$ cat config.mk
export PLATFORM = sky130hd
export DESIGN_NAME = arm_hazard_unit
export DESIGN_NICKNAME = d
export VERILOG_FILES = /design/src/rtl/arm_hazard_unit.sv
export SDC_FILE = /design/constraint.sdc
export NUM_CORES = 1
export LEC_CHECK = 0
export CAP_MARGIN = 15
export CELL_PAD_IN_SITES_DETAIL_PLACEMENT = 1
export CELL_PAD_IN_SITES_GLOBAL_PLACEMENT = 1
export CORE_ASPECT_RATIO = 0.8
export CORE_MARGIN = 2
export CORE_UTILIZATION = 32
export DETAILED_ROUTE_END_ITERATION = 8
export GPL_ROUTABILITY_DRIVEN = 0
export PLACE_DENSITY = 0.8
export RECOVER_POWER = 25
export SYNTH_ARGS = -nofsm -noshare
export SYNTH_HDL_FRONTEND = slang
export SYNTH_SLANG_ARGS = --single-unit
$ cat constraint.sdc
create_clock -name clk -period 1.4 [get_ports clk]
set_clock_uncertainty 0.05 [all_clocks]
set_input_delay 0.21 -clock clk [delete_from_list [all_inputs] [get_ports clk]]
set_output_delay 0.21 -clock clk [all_outputs]
set_load 0.03 [all_outputs]
$ cat src/rtl/arm_hazard_unit.sv
// Hazard and forwarding scheduler for a 5-stage ARM pipeline (F/D/E/M/W).
// Define HAZARD_PERF_EN to add saturating stall_cnt / flush_cnt outputs.
module arm_hazard_unit #(
  parameter int unsigned      REG_W  = 4,
  parameter logic [REG_W-1:0] PC_REG = 4'd15,
  parameter int unsigned      CNT_W  = 16
) (
  input  logic             clk,
  input  logic             reset,
  input  logic [REG_W-1:0] RA1D,
  input  logic [REG_W-1:0] RA2D,
  input  logic [REG_W-1:0] WA3D,
  input  logic             RegWriteD,
  input  logic             MemtoRegD,
  input  logic             BranchTakenE,
  output logic             StallF,
  output logic             StallD,
  output logic             FlushD,
  output logic             FlushE,
`ifdef HAZARD_PERF_EN
  output logic [CNT_W-1:0] stall_cnt,
  output logic [CNT_W-1:0] flush_cnt,
`endif
  output logic [1:0]       ForwardAE,
  output logic [1:0]       ForwardBE
);

  // A source depends on a producer only if it writes, addresses match and the source is not the PC.
  function automatic logic src_hit(input logic [REG_W-1:0] src,
                                   input logic [REG_W-1:0] dst,
                                   input logic             we);
    return we && (src == dst) && (src != PC_REG);
  endfunction

  // M-stage ALU result is newer than the W-stage result, so it wins.
  function automatic logic [1:0] fwd_sel(input logic [REG_W-1:0] src,
                                         input logic [REG_W-1:0] wa3_m,
                                         input logic             rw_m,
                                         input logic [REG_W-1:0] wa3_w,
                                         input logic             rw_w);
    logic [1:0] sel;
    if (src_hit(src, wa3_m, rw_m)) begin
      sel = 2'b10;
    end else if (src_hit(src, wa3_w, rw_w)) begin
      sel = 2'b01;
    end else begin
      sel = 2'b00;
    end
    return sel;
  endfunction

  logic [REG_W-1:0] ra1_e_q, ra1_e_d;
  logic [REG_W-1:0] ra2_e_q, ra2_e_d;
  logic [REG_W-1:0] wa3_e_q, wa3_e_d;
  logic             rw_e_q, rw_e_d;
  logic             mr_e_q, mr_e_d;
  logic [REG_W-1:0] wa3_m_q, wa3_m_d;
  logic             rw_m_q, rw_m_d;
  logic [REG_W-1:0] wa3_w_q, wa3_w_d;
  logic             rw_w_q, rw_w_d;
  logic             ldrstall_s;

  // Hazard detection and pipeline control outputs.
  always_comb begin
    ldrstall_s = mr_e_q && rw_e_q &&
                 (src_hit(RA1D, wa3_e_q, 1'b1) || src_hit(RA2D, wa3_e_q, 1'b1));
    if (reset) begin
      StallF    = 1'b0;
      StallD    = 1'b0;
      FlushD    = 1'b1;
      FlushE    = 1'b1;
      ForwardAE = 2'b00;
      ForwardBE = 2'b00;
    end else begin
      // A taken branch squashes the stalled instruction, so it overrides the stall.
      StallF    = ldrstall_s && !BranchTakenE;
      StallD    = ldrstall_s && !BranchTakenE;
      FlushD    = BranchTakenE;
      FlushE    = ldrstall_s || BranchTakenE;
      ForwardAE = fwd_sel(ra1_e_q, wa3_m_q, rw_m_q, wa3_w_q, rw_w_q);
      ForwardBE = fwd_sel(ra2_e_q, wa3_m_q, rw_m_q, wa3_w_q, rw_w_q);
    end
  end

  // Shadow pipeline next state: M and W always advance, E takes a bubble on FlushE.
  always_comb begin
    wa3_m_d = wa3_e_q;
    rw_m_d  = rw_e_q;
    wa3_w_d = wa3_m_q;
    rw_w_d  = rw_m_q;
    if (FlushE) begin
      ra1_e_d = '0;
      ra2_e_d = '0;
      wa3_e_d = '0;
      rw_e_d  = 1'b0;
      mr_e_d  = 1'b0;
    end else begin
      ra1_e_d = RA1D;
      ra2_e_d = RA2D;
      wa3_e_d = WA3D;
      rw_e_d  = RegWriteD;
      mr_e_d  = MemtoRegD;
    end
  end

  // Shadow pipeline registers.
  always_ff @(posedge clk) begin
    if (reset) begin
      ra1_e_q <= '0;
      ra2_e_q <= '0;
      wa3_e_q <= '0;
      rw_e_q  <= 1'b0;
      mr_e_q  <= 1'b0;
      wa3_m_q <= '0;
      rw_m_q  <= 1'b0;
      wa3_w_q <= '0;
      rw_w_q  <= 1'b0;
    end else begin
      ra1_e_q <= ra1_e_d;
      ra2_e_q <= ra2_e_d;
      wa3_e_q <= wa3_e_d;
      rw_e_q  <= rw_e_d;
      mr_e_q  <= mr_e_d;
      wa3_m_q <= wa3_m_d;
      rw_m_q  <= rw_m_d;
      wa3_w_q <= wa3_w_d;
      rw_w_q  <= rw_w_d;
    end
  end

`ifdef HAZARD_PERF_EN
  logic [CNT_W-1:0] stall_cnt_q, stall_cnt_d;
  logic [CNT_W-1:0] flush_cnt_q, flush_cnt_d;

  // Saturating event counters; FlushD is forced high during reset but reset also clears.
  always_comb begin
    if (StallD && (stall_cnt_q != {CNT_W{1'b1}})) begin
      stall_cnt_d = stall_cnt_q + CNT_W'(1);
    end else begin
      stall_cnt_d = stall_cnt_q;
    end
    if (FlushD && (flush_cnt_q != {CNT_W{1'b1}})) begin
      flush_cnt_d = flush_cnt_q + CNT_W'(1);
    end else begin
      flush_cnt_d = flush_cnt_q;
    end
  end

  // Counter registers.
  always_ff @(posedge clk) begin
    if (reset) begin
      stall_cnt_q <= '0;
      flush_cnt_q <= '0;
    end else begin
      stall_cnt_q <= stall_cnt_d;
      flush_cnt_q <= flush_cnt_d;
    end
  end

  assign stall_cnt = stall_cnt_q;
  assign flush_cnt = flush_cnt_q;
`endif

endmodule

==> results of run 1 <==
==> report_power, final <==
| part | total [mW] | internal, mW | switching, mW |
|---|---|---|---|
| combinational | 0.192 | 0.110 | 0.0823 |
| sequential | 0.729 | 0.699 | 0.0300 |
| clock | 0.604 | 0.382 | 0.222 |
==> critical path, stage by stage, from the launching register on <==
cell and delay [ns]:
dfxtp_4 0.37, xor2_2 0.16, nor4_4 0.32, a22oi_2 0.14
nor2_4 0.15, buf_6 0.14
==> sequential cells by signal, indices dropped and copies added (netlist names), 4 cells and up <==
name     count
wa3_e_q      4
ra2_e_q      4
wa3_w_q      4
ra1_e_q      4
wa3_m_q      4
==> logic make-up (layout without fill, tap and decap cells) <==
family | count (synthesis) | count (layout)
AO/OA/AOI/OAI | 8 | 8
flip-flops | 24 | 24
buffers and inverters | 5 | 42
AND/OR/NAND/NOR | 53 | 53
XOR/XNOR | 18 | 18
==> worst max-delay path by stage <==
stage,startpoint,end,slack (ns),cells past startpoint
2_1_floorplan,wa3_e_q[3],StallF,-0.28,6
3_3_place_gp,RA1D[3],StallF,-0.53,6
3_5_place_dp,RA1D[3],StallF,-0.64,6
4_1_cts,wa3_e_q[2],StallF,-0.36,5
5_1_grt,wa3_e_q[0],StallF,-0.48,5
6_report,wa3_e_q[2],StallF,-0.41,5
==> placed cells by master, fill, tap and decap left out, types with 2 or more instances in the layout <==
cell type | synthesis | final
and3_1 | 14 | 3
and3_4 | 0 | 13
buf_4 | 1 | 8
buf_6 | 1 | 10
clkbuf_8 | 0 | 3
clkdlybuf4s50_1 | 0 | 8
dfxtp_1 | 24 | 8
dfxtp_2 | 0 | 9
dfxtp_4 | 0 | 7
dlygate4sd2_1 | 0 | 8
nand2_1 | 5 | 4
nand3_1 | 5 | 5
nor2_1 | 5 | 4
nor2b_1 | 11 | 10
nor4_2 | 1 | 2
o21ai_0 | 4 | 3
or2_2 | 3 | 3
xnor2_2 | 0 | 4
xor2_1 | 14 | 9
xor2_2 | 0 | 5
==> metrics by stage <==
stage	util	setup TNS (ns)	hold WS, ns
5_1_grt	0.5535	-7.160	0.3269
3_5_place_dp	0.4416	-10.76	0.4204
2_1_floorplan	-	-0.4893	0.2316
6_report	0.5535	-5.937	0.3225
3_3_place_gp	0.4416	-8.648	0.4132
4_1_cts	0.5280	-5.208	0.3075
==> cell type report <==
cell class	count	area, sq um
sequential	24	518.0
tap	40	50.05
multi-input combinational	79	708.2
clock inverter	1	30.03
timing repair buffer	37	354.1
fill	328	1378
clock buffer	3	41.29
inverter	1	6.256
==> timing repair <==
action,CTS,global route
setup endpoints to repair,22,21
pin swaps,20,10
resized for setup,56,16
buffers inserted,5,0
==> routing by layer <==
layer  vias to the layer above  track usage  wire (um)
met2                        25       0.3252       1614
met3                         7      0.03292        103
met5                         -            0          0
li1                        442            -          -
met4                         0      0.08503         61
met1                       438       0.1823       1120
==> reports/qor.txt, run 1 <==
Reg-to-Reg Start = wa3_e_q[2]
First DRT Iteration DRCs = 15
Core ar. = 3085 sq um
FP Rows = 18
Vias = 912
Synth Area in Compound Gates = 0.05085
Critical path arrival = 1.55 ns
Initial core utilization = 0.3350
Simple-gate portion of the synthesized area = 0.3027
Final min period = 1.813 ns
Top cell type's share of synthesized area = 0.4649
Reg-to-reg slack, setup = -0.32 ns
Synth area leader = dfxtp_1
Clk sinks = 24
CP Class = reg2out
Synth warn = 0
Die Span X = 67.54 um
Placed instance area = 1363 sq um
Drt first pass iters = 2
Die ar. = 3703 sq um
Post-Route WL = 2901 um
Remaining DRCs = 0
Max Cap Violations = 0
Avg Inst Size Synth = 9.569 sq um
Leak pwr = 0.7014 nW
Initial antenna violation count = 0
Post-Synthesis Cells = 108
Hold depth = 2
Cells after DPL = 176
First-pass GRT wire length = 4388 um
Top-count cell post-synth = dfxtp_1
Vias per inst = 4.930
Post-route ant nets = 0
Worst setup margin = -0.4126 ns
Number of nets in the layout = 163
CTS tree = yes
Pre-CTS setup slack = -0.6381 ns
DIE HEIGHT = 54.83 um
Final Hold Fails = 0
# H-tree levels = 1
Worst setup SP type = register
FF-to-FF End = ra1_e_q[3]
Power Total = 1.525 mW
HP Start = RA2D[3]
Final Non-Filler Cells = 185
Sequential element share of the synthesized area = 0.4649
Failing checks = setup timing
Netlist cell types = 24
Largest family of logic cells by synthesized area = simple AND/OR/NAND/NOR gates
CTS root buffer = clkbuf_8
CTS buffer count = 3
# diodes = 0
Worst R2R Path Depth = 7
Clk_lat worst skew = 0.27 ns
Top_reg_cell synth = dfxtp_1
Endpoint class of the critical path = output port
Area contributors post-synth = dfxtp_1 46%, xor2_1 12%, and3_1 8.5%, nor2b_1 6.7%, xnor2_1 3.4%
Critical Path RT = 1.14 ns
CTS clk-pin slew, worst paths = 0.08 ns
Number of enable flip-flop cells after synthesis = 0
VDD IR max = 0.6314 mV
Post-synthesis mux area share = 0
Syn nets = 125
Worst slew margin = 0.5918
Dpl hpwl = 1928 um
Worst-path fanout max = 4
Syn Std Cell Area = 1033 sq um
Vias in the first global route = 901
RSZ-0062 raised after global routing = yes
Remaining global-route overflow = 0
Synth cell count leaders = 24 x dfxtp_1, 14 x and3_1, 14 x xor2_1
Synth Area in XOR/XNOR = 0.1525
Max Clk Rate = 551.7 MHz
Largest net degree at the start of global routing = 15
Fin crit share = 1.295
Power Dens Cells = 893.1 nW/um^2
Gr usage total = 0.1710
Area grow syn2layout = 65.25%
Seq cells post-synth = 24
Hold Buf Count CTS = 0
Io pins = 25
Post-Synth Adder-Cell Area = 0
Max Slew Vio Count = 0
Worst Hold End = ra2_e_q[3]
Worst-case clock buffer depth = 2
Final Cell Area = 1708 sq um
Min-Delay Path Class = in2reg
Slew @ Worst Pin = 0.6122 ns
Drt wl/cell = 15.68 um
# setup viols final = 21
Status = complete, but fails checks
PortBufs = 24
Share of layout cells above drive strength 1 = 0.5310
Post-synth ARST share = 0
Power figures use the tool's default switching activity.
==> inputs of run 2 (changes only) <==
CORE_ASPECT_RATIO = 1.1   (was 0.8)
==> run 2 against run 1 <==
The flow still finishes with violations (setup timing). Register-to-register slack better by 0.22 ns. Sequential share of layout area up 2.4 points. Worst hold slack worse by 0.13 ns. Critical path depth unchanged. Power down 16%. Die area about the same. Clock power down 40%. Via count down 4.1%. First-iteration DRC count down 60%.
==> reports/qor.txt, run 2 (synthesis results as in run 1) <==
Core ar. = 3074 sq um (-0.36%)
CTS root buffer = clkbuf_4
Die Span X = 58.19 um (-14%)
CTS clk-pin slew, worst paths = 0.13 ns (+0.05 ns)
Slew @ Worst Pin = 0.6207 ns (+0.008470 ns)
Worst setup SP type = register
Share of layout cells above drive strength 1 = 0.4615 (-0.06950)
# diodes = 0 (unchanged)
Post-Route WL = 2797 um (-3.6%)
VDD IR max = 0.5380 mV (-15%)
Worst-case clock buffer depth = 2 (unchanged)
Post-route ant nets = 0 (unchanged)
Remaining DRCs = 0 (unchanged)
Initial core utilization = 0.3362 (+0.001227)
Io pins = 25 (unchanged)
Max Clk Rate = 552.3 MHz (+0.11%)
Dpl hpwl = 2054 um (+6.6%)
Vias per inst = 4.944 (+0.28%)
Final Hold Fails = 0 (unchanged)
Crit path from = wa3_e_q[0]
Clk sinks = 24 (unchanged)
PortBufs = 24 (unchanged)
Critical Path RT = 1.14 ns (about the same)
Critical path arrival = 1.55 ns (about the same)
Final min period = 1.811 ns (-0.001986 ns)
FF-to-FF End = ra2_e_q[2]
WHS = 0.1939 ns (-0.1287 ns)
Fillers = 337 (+2.7%)
CTS tree = yes
Drt first pass iters = 4 (+2)
Reg-to-reg slack, setup = -0.10 ns (+0.22 ns)
Die ar. = 3701 sq um (about the same)
Worst slew margin = 0.5862 (-0.005647)
RSZ-0062 raised after global routing = yes
Leak pwr = 0.6984 nW (-0.42%)
First DRT Iteration DRCs = 6 (-9)
Vias in the first global route = 924 (+2.6%)
Max Cap Violations = 0 (unchanged)
First-pass GRT wire length = 4146 um (-5.5%)
CP Class = reg2out
Most frequent cells in the layout = 10 x and3_1, 10 x nor2b_1, 10 x clkdlybuf4s50_1, 10 x buf_4
Clk_lat worst skew = 0.31 ns (+0.04 ns)
Min-Delay Path Class = in2reg
Max Slew Vio Count = 0 (unchanged)
Worst setup margin = -0.4106 ns (+0.001986 ns)
Endpoint class of the critical path = output port
# H-tree levels = 1 (unchanged)
CTS buffer count = 3 (unchanged)
Worst R2R Path Depth = 5 (-2)
Gr usage total = 0.1484 (-0.02266)
DIE HEIGHT = 63.61 um (+16%)
Multi-input gate area in the final layout = 648.1 sq um (-8.5%)
Failing checks = setup timing
Initial antenna violation count = 0 (unchanged)
Vias = 875 (-4.1%)
# setup viols final = 21 (unchanged)
Status = complete, but fails checks
Fin crit share = 1.293 (-0.001419)
Cells after DPL = 172 (-2.3%)
End of the critical path = StallD
Drt wl/cell = 15.80 um (+0.77%)
Largest net degree at the start of global routing = 14 (-1)
FP Rows = 21 (+3)
Power Dens Cells = 806.5 nW/um^2 (-9.7%)
Worst-path fanout max = 4 (unchanged)
Number of nets in the layout = 161 (-1.2%)
Area grow syn2layout = 52.91%
Reg-to-Reg Start = wa3_e_q[0]
Remaining global-route overflow = 0 (unchanged)
Reg area = 518.0 sq um (unchanged)
Final Non-Filler Cells = 177 (-4.3%)
Hold Buf Count CTS = 0 (unchanged)
run 2: changes by cell type in the layout (fill, tap and decap cells not counted), moves of 2 or more:
cell,change
buf_6,-3
clkbuf_8,-2
buf_4,+2
and3_4,-8
clkbuf_4,+3
xnor2_2,-2
clkdlybuf4s50_1,+2
and3_1,+7
dlymetal6s2s_1,+3
dlygate4sd2_1,-5
xnor2_1,+2
run 2: through the flow:
stage                     cell area (sq um)  setup WS (ns)  total power, mW  setup TNS [ns]  utilization
after global placement                 1370        -0.4978           0.8969          -8.659       0.4457
after detailed placement               1370        -0.5402           0.9062          -9.113       0.4457
after floorplan                        1050        -0.2752           0.8119         -0.4893            -
after CTS                              1495        -0.4344            1.271          -4.557       0.4864
after global routing                   1580        -0.5386            1.326          -5.500       0.5140
final                                  1580        -0.4106            1.274          -3.562       0.5140
run 2: worst min path at each step:
stage	slack, ns	end	start	cells after the start
after floorplan	0.23	wa3_w_q[0]	reset	1
after global placement	0.41	rw_m_q	rw_e_q	1
after detailed placement	0.42	rw_m_q	rw_e_q	1
after CTS	0.30	ra1_e_q[0]	RA1D[0]	2
after global routing	0.18	ra2_e_q[0]	RA2D[0]	2
final	0.19	ra2_e_q[0]	RA2D[0]	2
run 2: worst max-delay path: stages, from the launching register on:
cell and delay [ns]:
dfxtp_4 0.39, xor2_2 0.15, nor4_2 0.27, a22oi_2 0.16
nor2_4 0.13, buf_6 0.14
run 2: per-layer routing:
metal / vias to the layer above / GRT usage / wire, um
met5: - / 0 / 0
met4: 0 / 0.06686 / 69
met3: 6 / 0.02053 / 93
met2: 25 / 0.2784 / 1572
met1: 413 / 0.1586 / 1061
li1: 431 / - / -
run 2: cell type report:
| cell class | instances | share of cell area |
|---|---|---|
| well taps | 34 | 0.02692 |
| inverters | 1 | 0.003959 |
| repair buffers | 35 | 0.2082 |
| clock buffers | 4 | 0.02296 |
| flip-flops and latches | 24 | 0.3278 |
| multi-input cells | 79 | 0.4101 |
run 2: timing repair:
| action | in CTS | in global routing |
|---|---|---|
| setup buffers | 2 | 1 |
| endpoints found under the setup margin | 22 | 21 |
| hold endpoints to repair | 0 | 0 |
| gates resized for setup | 30 | 26 |
| pin swaps | 10 | 13 |
run 2: power breakdown:
part / internal [mW] / switching (mW) / leakage, nW
registers: 0.699 / 0.0294 / 0.205
logic: 0.106 / 0.0786 / 0.472
clock network: 0.159 / 0.203 / 0.0210
total: 0.963 / 0.311 / 0.698
==> inputs of run 3 (changes only) <==
CAP_MARGIN = not set   (was 15)
CORE_UTILIZATION = 36   (was 32)
PLACE_DENSITY = 0.84   (was 0.8)
clock period = 2.01 ns   (was 1.4 ns; I/O delays follow)
==> run 3 against run 2 <==
The run still ends with setup timing left. Critical path depth is the same. First-iteration DRC count shrank 67%. Cell area shrank 11%. Via count decreased by 1.0%. Sequential share of layout area is 2.0 points higher. Final cell count decreased by 2.8%. Die area is 10% lower. Critical endpoint is now StallF.
==> reports/qor.txt, run 3 (synthesis results as in run 1) <==
Worst R2R Path Depth = 6 (+1)
Cells after DPL = 166 (-3.5%)
CTS tree = yes
Remaining DRCs = 0 (unchanged)
PortBufs = 24 (unchanged)
Drt first pass iters = 3 (-1)
FF-to-FF End = ra1_e_q[1]
CTS buffer count = 3 (unchanged)
Clock share of power = 0.244 (-0.040)
Max Slew Vio Count = 0 (unchanged)
Crit path from = wa3_e_q[0]
# H-tree levels = 1 (unchanged)
Initial antenna violation count = 0 (unchanged)
Reg-to-reg slack, setup = 0.31 ns (+0.41 ns)
Critical Path RT = 1.66 ns (+0.52 ns)
Post-Route WL = 2564 um (-8.3%)
Final Hold Fails = 0 (unchanged)
Hold depth = 2 (unchanged)
Die ar. = 3316 sq um (-10%)
Worst setup margin = -0.02927 ns (+0.3814 ns)
Io pins = 25 (unchanged)
Clk sinks = 24 (unchanged)
Leak pwr = 0.6677 nW (-4.4%)
VDD IR max = 0.2993 mV (-44%)
# setup viols final = 2 (-90%)
Vias per inst = 5.035 (+1.8%)
Power Total = 0.8139 mW (-36%)
CTS clk-pin slew, worst paths = 0.11 ns (-0.02 ns)
Worst Hold End = ra2_e_q[2]
First DRT Iteration DRCs = 2 (-4)
Final Cell Area = 1401 sq um (-11%)
Number of nets in the layout = 158 (-1.9%)
Switching pwr = 0.1913 mW (-38%)
Worst setup SP type = register
Worst-path fanout max = 3 (-1)
HP Start = RA2D[2]
Post-layout util = 0.5091 (-0.004951)
Remaining global-route overflow = 0 (unchanged)
Vias in the first global route = 871 (-5.7%)
Dpl hpwl = 1887 um (-8.1%)
Clk_lat worst skew = 0.30 ns (about the same)
Pre-CTS setup slack = -0.008696 ns (+0.5315 ns)
RSZ-0062 raised after global routing = yes
Share of layout cells above drive strength 1 = 0.2446 (-0.2169)
Drt wl/cell = 14.91 um (-5.7%)
Final Non-Filler Cells = 172 (-2.8%)
Final min period = 2.039 ns
Int Power = 0.6226 mW (-35%)
First-pass GRT wire length = 3739 um (-9.8%)
Min-Delay Path Class = in2reg
Largest net degree at the start of global routing = 15 (+1)
Max Cap Violations = 0 (unchanged)
Gate power share = 0.133 (-0.011)
Area grow syn2layout = 35.59%
Gr usage total = 0.1632 (+0.01485)
Most frequent cells in the layout = 21 x dfxtp_1, 14 x and3_1, 13 x buf_4
Commonest non-fill, non-tap cell in the layout = dfxtp_1
Vias = 866 (-1.0%)
Switching share of power = 0.2351 (-0.008970)
Max Clk Rate = 490.4 MHz
Core ar. = 2753 sq um (-10%)
Critical path arrival = 1.69 ns (+0.14 ns)
Initial core utilization = 0.3755 (+0.03927)
Post-route ant nets = 0 (unchanged)
Reg-to-Reg Start = wa3_e_q[0]
Failing checks = setup timing
# diodes = 0 (unchanged)
Worst slew margin = 0.7918 (+0.2056)
Die Span X = 55.09 um (-5.3%)
Worst-case clock buffer depth = 2 (unchanged)
Slew @ Worst Pin = 0.3097 ns (-0.3110 ns)
Placed instance area = 1309 sq um (-4.5%)
Status = complete, but fails checks
Power Dens Cells = 580.8 nW/um^2 (-28%)
CP Class = reg2out
Endpoint class of the critical path = output port
DIE HEIGHT = 60.20 um (-5.4%)
Hold Buf Count CTS = 0 (unchanged)
Fin crit share = 1.015
FP Rows = 20 (-4.8%)
Sequential Power Share = 0.623 (+0.051)
CTS root buffer = clkbuf_4
-- run 3: cell count changes in the layout (fill, tap and decap cells not counted), sizes merged --
cell           delta
buf               -1
clkdlybuf4s50     +1
dlygate4sd2       -2
dlymetal6s2s      +1
clkbuf            -3
-- run 3: final cells by class --
cell class,instances,area (sq um)
Fill cell,316,1351
Clock buffer,3,22.52
Sequential cell,24,486.7
Multi-Input combinational cell,79,546.8
Timing Repair Buffer,32,300.3
Tap cell,33,41.29
Inverter,1,3.754
-- run 3: per-layer routing --
layer | global-route usage | share of wire | vias to the layer above
li1 | - | - | 425
met1 | 0.1554 | 0.37 | 408
met2 | 0.3214 | 0.56 | 26
met3 | 0.02250 | 0.043 | 7
met4 | 0.08362 | 0.029 | 0
met5 | 0 | 0 | -
-- run 3: critical path: stages (launching register included) --
cell	delay [ns]
dfxtp_4	0.38
xor2_2	0.14
nor4_2	0.34
a22oi_2	0.17
nor2_2	0.20
buf_6	0.16
-- run 3: per-stage QoR --
step                hold WS, ns  setup TNS, ns
floorplan                0.3231              0
global placement         0.4059              0
detailed placement       0.4206      -0.008696
CTS                      0.4072              0
global route             0.2646        -0.3145
finish                   0.2753       -0.05449
-- run 3: power groups by stage --
stage	registers, mW	clock network [mW]	logic [mW]
6_report	0.507	0.198	0.108
5_1_grt	0.510	0.226	0.118
4_1_cts	0.508	0.210	0.103
3_5_place_dp	0.519	0	0.103
3_3_place_gp	0.518	0	0.0988
2_1_floorplan	0.514	0	0.0504
-- run 3: worst max-delay path by stage --
| stage | end | depth (start not counted) |
|---|---|---|
| after floorplan | StallF | 6 |
| after global placement | StallD | 6 |
| after detailed placement | FlushE | 6 |
| after CTS | StallF | 6 |
| after global routing | StallF | 5 |
| final | StallF | 5 |
-- run 3: what timing repair did --
action,4_1_cts,5_1_grt
pin swaps,1,5
endpoints found under the setup margin,3,3
gates resized for setup,1,15
setup buffers,1,2
gates cloned,0,0
